===== src/rtl/arm_pkg.sv =====
// arm_pkg: shared ARM core widths, ALU command encodings and status-register bit positions.
package arm_pkg;
    localparam int DATA_W = 32;
    localparam int REG_W  = 4;

    typedef enum logic [3:0] {
        CMD_NOP = 4'b0000,
        CMD_MOV = 4'b0001,
        CMD_ADD = 4'b0010,
        CMD_ADC = 4'b0011,
        CMD_SUB = 4'b0100,
        CMD_SBC = 4'b0101,
        CMD_AND = 4'b0110,
        CMD_ORR = 4'b0111,
        CMD_EOR = 4'b1000,
        CMD_MVN = 4'b1001
    } exe_cmd_e;

    // Compare/test and memory instructions reuse the arithmetic encodings.
    localparam exe_cmd_e CMD_CMP = CMD_SUB;
    localparam exe_cmd_e CMD_TST = CMD_AND;
    localparam exe_cmd_e CMD_LDR = CMD_ADD;
    localparam exe_cmd_e CMD_STR = CMD_ADD;

    localparam int SR_N = 3;
    localparam int SR_Z = 2;
    localparam int SR_C = 1;
    localparam int SR_V = 0;
endpackage


===== src/rtl/pipe_field_reg.sv =====
// pipe_field_reg: pipeline field register with hold enable, synchronous clear and async active-low reset.
module pipe_field_reg #(
    parameter int W = 8
) (
    input  logic         clk,
    input  logic         rst,
    input  logic         en,
    input  logic         clr,
    input  logic [W-1:0] d,
    output logic [W-1:0] q
);
    always_ff @(posedge clk or negedge rst)
        if (!rst)
            q <= '0;
        else if (en)
            q <= clr ? '0 : d;
endmodule


===== src/rtl/id_exe_stage_reg.sv =====
// id_exe_stage_reg: ID/EXE pipeline register with freeze, flush-to-bubble and a saturating bubble counter.
module id_exe_stage_reg #(
    parameter int DATA_W = arm_pkg::DATA_W,
    parameter int REG_W  = arm_pkg::REG_W,
    parameter int CNT_W  = 16
) (
    input  logic              clk,
    input  logic              rst,
    input  logic              freeze,
    input  logic              flush,
    input  logic              id_valid,
    input  logic [DATA_W-1:0] id_pc,
    input  logic              id_wb_en,
    input  logic              id_mem_r_en,
    input  logic              id_mem_w_en,
    input  logic              id_b,
    input  logic              id_s,
    input  logic              id_imm,
    input  logic [3:0]        id_exe_cmd,
    input  logic [11:0]       id_shift_operand,
    input  logic [23:0]       id_signed_imm_24,
    input  logic [REG_W-1:0]  id_dest,
    input  logic [REG_W-1:0]  id_src1,
    input  logic [REG_W-1:0]  id_src2,
    input  logic [DATA_W-1:0] id_val_rn,
    input  logic [DATA_W-1:0] id_val_rm,
    input  logic [3:0]        id_sr,
    output logic              exe_valid,
    output logic              exe_wb_en,
    output logic              exe_mem_r_en,
    output logic              exe_mem_w_en,
    output logic              exe_memrw,
    output logic              exe_b,
    output logic              exe_s,
    output logic              exe_imm,
    output logic [3:0]        exe_exe_cmd,
    output logic [11:0]       exe_shift_operand,
    output logic [23:0]       exe_signed_imm_24,
    output logic [REG_W-1:0]  exe_dest,
    output logic [REG_W-1:0]  exe_src1,
    output logic [REG_W-1:0]  exe_src2,
    output logic [DATA_W-1:0] exe_pc,
    output logic [DATA_W-1:0] exe_val_rn,
    output logic [DATA_W-1:0] exe_val_rm,
    output logic [3:0]        exe_sr,
    output logic [CNT_W-1:0]  bubble_cnt
);
    localparam int DW = 3*DATA_W + 36;

    logic          en, bub;
    logic [11:0]   ctrl_d, ctrl_q;
    logic [DW-1:0] data_d, data_q;
    logic [3*REG_W-1:0] idx_d, idx_q;

    assign en  = ~freeze;
    assign bub = flush | ~id_valid;

    assign ctrl_d = {1'b1, id_wb_en, id_mem_r_en, id_mem_w_en, id_mem_r_en | id_mem_w_en,
                     id_b, id_s, id_imm, id_exe_cmd};
    assign data_d = {id_pc, id_val_rn, id_val_rm, id_shift_operand, id_signed_imm_24};
    assign idx_d  = {id_dest, id_src1, id_src2};

    assign {exe_valid, exe_wb_en, exe_mem_r_en, exe_mem_w_en, exe_memrw,
            exe_b, exe_s, exe_imm, exe_exe_cmd} = ctrl_q;
    assign {exe_pc, exe_val_rn, exe_val_rm, exe_shift_operand, exe_signed_imm_24} = data_q;
    assign {exe_dest, exe_src1, exe_src2} = idx_q;

    pipe_field_reg #(.W(12))      u_ctrl (.clk(clk), .rst(rst), .en(en), .clr(bub),  .d(ctrl_d), .q(ctrl_q));
    pipe_field_reg #(.W(DW))      u_data (.clk(clk), .rst(rst), .en(en), .clr(bub),  .d(data_d), .q(data_q));
    pipe_field_reg #(.W(3*REG_W)) u_idx  (.clk(clk), .rst(rst), .en(en), .clr(bub),  .d(idx_d),  .q(idx_q));
    // Flags load even on bubbles so the next real instruction sees current NZCV.
    pipe_field_reg #(.W(4))       u_sr   (.clk(clk), .rst(rst), .en(en), .clr(1'b0), .d(id_sr),  .q(exe_sr));

    always_ff @(posedge clk or negedge rst)
        if (!rst)
            bubble_cnt <= '0;
        else if (en && bub && !(&bubble_cnt))
            bubble_cnt <= bubble_cnt + 1'b1;
endmodule

===== config.mk =====
export PLATFORM = sky130hd
export DESIGN_NAME = id_exe_stage_reg
export DESIGN_NICKNAME = d
export VERILOG_FILES = /design/src/rtl/arm_pkg.sv /design/src/rtl/pipe_field_reg.sv /design/src/rtl/id_exe_stage_reg.sv
export SDC_FILE = /design/constraint.sdc
export NUM_CORES = 1
export LEC_CHECK = 0
export BUFFER_PORTS_ARGS = -buffer_cell sky130_fd_sc_hd__buf_2
export CORE_AREA = 2 2 130 132
export CTS_CLUSTER_SIZE = 40
export DETAILED_ROUTE_END_ITERATION = 10
export DIE_AREA = 0 0 132 134
export HOLD_SLACK_MARGIN = 0.08
export PLACE_DENSITY = 0.81
export SLEW_MARGIN = 20
export SYNTH_ARGS = -nofsm -noshare
export SYNTH_HDL_FRONTEND = slang
export SYNTH_SLANG_ARGS = --single-unit

===== constraint.sdc =====
create_clock -name clk -period 4.1 [get_ports clk]
set_clock_uncertainty 0.15 [all_clocks]
set_input_delay 0.205 -clock clk [delete_from_list [all_inputs] [get_ports clk]]
set_output_delay 0.205 -clock clk [all_outputs]
set_load 0.005 [all_outputs]

==> impl_metrics.tcl <==
set metrics [dict create \
    yosysSeqAreaShare_pct 68.83 \
    final_area_mm2 0.01049 \
    antenna_found_initial 1 \
    slowest_stage "dfrtp_1" \
    yosys_most_used_dff "dfrtp_1" \
    grt_max_degree 90 \
    drv_cap 0 \
    timing.slew.headroom_pct 41.27 \
    antenna_left 0 \
    drv_slew 0 \
    io_pins 339 \
    viasPerCell 5.124 \
    hp-class "input pin to flip-flop" \
    io_buffers 338 \
    area_growth_pct 64.00 \
    die_x_um 132 \
    synth_top_area_share_pct 68.83 \
    syn_nets 595 \
    cts_made_buffers 17 \
    peakVddDrop_uv 316.6 \
    grt-ovfl-total 0 \
    synth_commonest_cells "dfrtp_1 (176), a22o_1 (154), buf_2 (21)" \
    crit_required_ns 4.25 \
    die_h_um 134 \
    drive_gt1_share_pct 41.49 \
    wirelength_mm 21.75 \
    critPathKind "flip-flop to flip-flop" \
    gp_congestion 0.7945 \
    finalHoldViolCount 0 \
    synth_edf_count 0 \
    dr.pass1.iters 4 \
    cts.sinks 176 \
    holdWs_ns 0.2538 \
    ys_seq_elements 176 \
    rrSetupSlack_ns 2.18 \
    synth.most_common_cell "dfrtp_1" \
    rsz0062_at_grt "no" \
    syn_inst 431 \
    dieArea_mm2 0.01769 \
    grt_pass1_wl_mm 33.78 \
    first_global_vias 6129 \
    run_status "complete, no violations" \
    syn_avg_cell_area_um2 14.85 \
    fin_setup_tns_ns 0 \
    vias 5887 \
    rows 47 \
    wl_per_cell_um 18.93 \
    cts_tree "done" \
    drc 0 \
    async_reset_ff_share_pct 100.0 \
    clk_pin_slew_worst_paths_ns 0.07 \
    leakage_nw 5.628 \
    cts_max_path_buffers 2 \
    cellPowerDensity_mw_per_mm2 408.8 \
    worstPathArrival_ns 2.07 \
    fin_crit_ns 1.921 \
    post_synth_num_cell_types 26 \
    post-route-period-util_pct 46.86 \
    cpPeakStageDelay_ns 0.43 \
    path_cells "ha_1 > and3_1 > nand4_2 > nand2_1 > mux2_2" \
    cts_root_buf "clkbuf_16" \
    drt_iter0_drc 374 \
    synth_area_leader_cell "dfrtp_1" \
    end_kind "flip-flop" \
    dpl_cell_area_mm2 0.008278 \
    ys_top_cells_by_area "dfrtp_1 (69%), a22o_1 (21%), xnor2_1 (1.8%), buf_2 (1.6%), mux2_2 (0.88%)" \
    track_usage_pct 24.14 \
    startpoint_type "flip-flop" \
    final_net_count 1080 \
    timing.fmax_mhz 520.5 \
    critPathMaxFanout 6 \
    synth_area_mm2 0.006399 \
    core_area_mm2 0.01629 \
    setup-violations-final 0 \
    clk_latency_ns 0.41 \
    cts_htree_levels 4 \
    postCtsSetupBuffers 0 \
    hpwl_mm 11.77 \
    nFillCells 1114 \
    initial_core_util_pct 39.28 \
    worstMarginPinSlew_ns 0.8809 \
    ys_warn_count 0 \
]
sequential cells by signal (all words and copies together), names as in the netlist:
name,flops
u_ctrl.q,12
u_idx.q,12
u_sr.q,4
u_data.q,132
bubble_cnt,16
routing by layer:
| layer | track usage (%) | vias to the layer above | part of all wire (%) | wire, um |
|---|---|---|---|---|
| li1 | - | 2622 | - | - |
| met1 | 29.59 | 2881 | 39 | 8547 |
| met2 | 41.17 | 340 | 50 | 10890 |
| met3 | 6.085 | 44 | 8.0 | 1740 |
| met4 | 9.541 | 0 | 2.7 | 577 |
| met5 | 0 | - | 0 | 0 |
logic make-up (layout without fill, tap and decap cells):
group | after synthesis | count (layout) | share of synthesized area, %
buf+inv | 37 | 534 | 2.581
xor+xnor | 13 | 13 | 1.779
fa+ha+maj | 1 | 1 | 0.1955
mux | 6 | 6 | 1.114
flops | 176 | 176 | 68.83
other cells | 0 | 1 | 0
simple gates | 41 | 41 | 4.126
compound gates | 157 | 157 | 21.37
path summary, 6_finish.rpt:
check,from,end,depth (start not counted)
max in group asynchronous,rst,u_data.q[53],3
min in group asynchronous,rst,u_idx.q[2],2
min,id_valid,bubble_cnt[11],5
max reg2reg,bubble_cnt[0],bubble_cnt[1],5
max,bubble_cnt[0],bubble_cnt[1],5
min reg2reg,bubble_cnt[11],bubble_cnt[11],1
critical path: cells and delay by family (launching register included):
kind / cells / cell delay (ns)
and+or+nand+nor: 3 / 0.66
DFF: 1 / 0.43
muxes: 1 / 0.35
adders and majority gates: 1 / 0.22
per-stage QoR:
step | util, % | std cells | power (mW) | worst slack, ns
after global placement | 50.82 | 958 | 2.441 | 1.931
after floorplan | - | 431 | 2.169 | 2.349
final | 64.42 | 1149 | 4.290 | 2.179
after detailed placement | 50.82 | 958 | 2.456 | 1.886
after CTS | 64.41 | 1148 | 4.293 | 2.203
after global routing | 64.42 | 1149 | 4.456 | 2.060
timing repair:
action	4_1_cts	5_1_grt
gates resized for setup	0	0
hold buffers	159	0
hold endpoints to repair	246	0
cell type report:
cell class,count,area [um^2],share of cell area (%)
antenna,1,2.502,0.02385
clock buffer,19,452.9,4.316
clock inverter,12,168.9,1.610
inverter,1,3.754,0.03577
multi-input combinational,218,1832,17.46
sequential,176,4404,41.97
tap,220,275.3,2.623
timing repair buffer,502,3354,31.97
report_power, final:
group          leakage, nW  internal [mW]  switching, mW
registers             2.36           1.86          0.108
logic                 2.96          0.345          0.259
clock network        0.305           1.01          0.713
placed cells by master (no fill, tap or decap), types with 2 or more instances in the layout:
cell and count:
buf_4 4, dfrtp_1 176, buf_12 2, inv_8 2, and4_1 3, nand2_1 8, inv_6 4, nand3_1 11
xnor2_1 13, clkbuf_8 2, bufinv_16 3, mux2_2 5, clkbuf_16 17, buf_2 336, nand4_2 2, and3_1 6
nand4_1 3, a22o_1 154, dlygate4sd3_1 159
(Power assumes the default switching activity.)
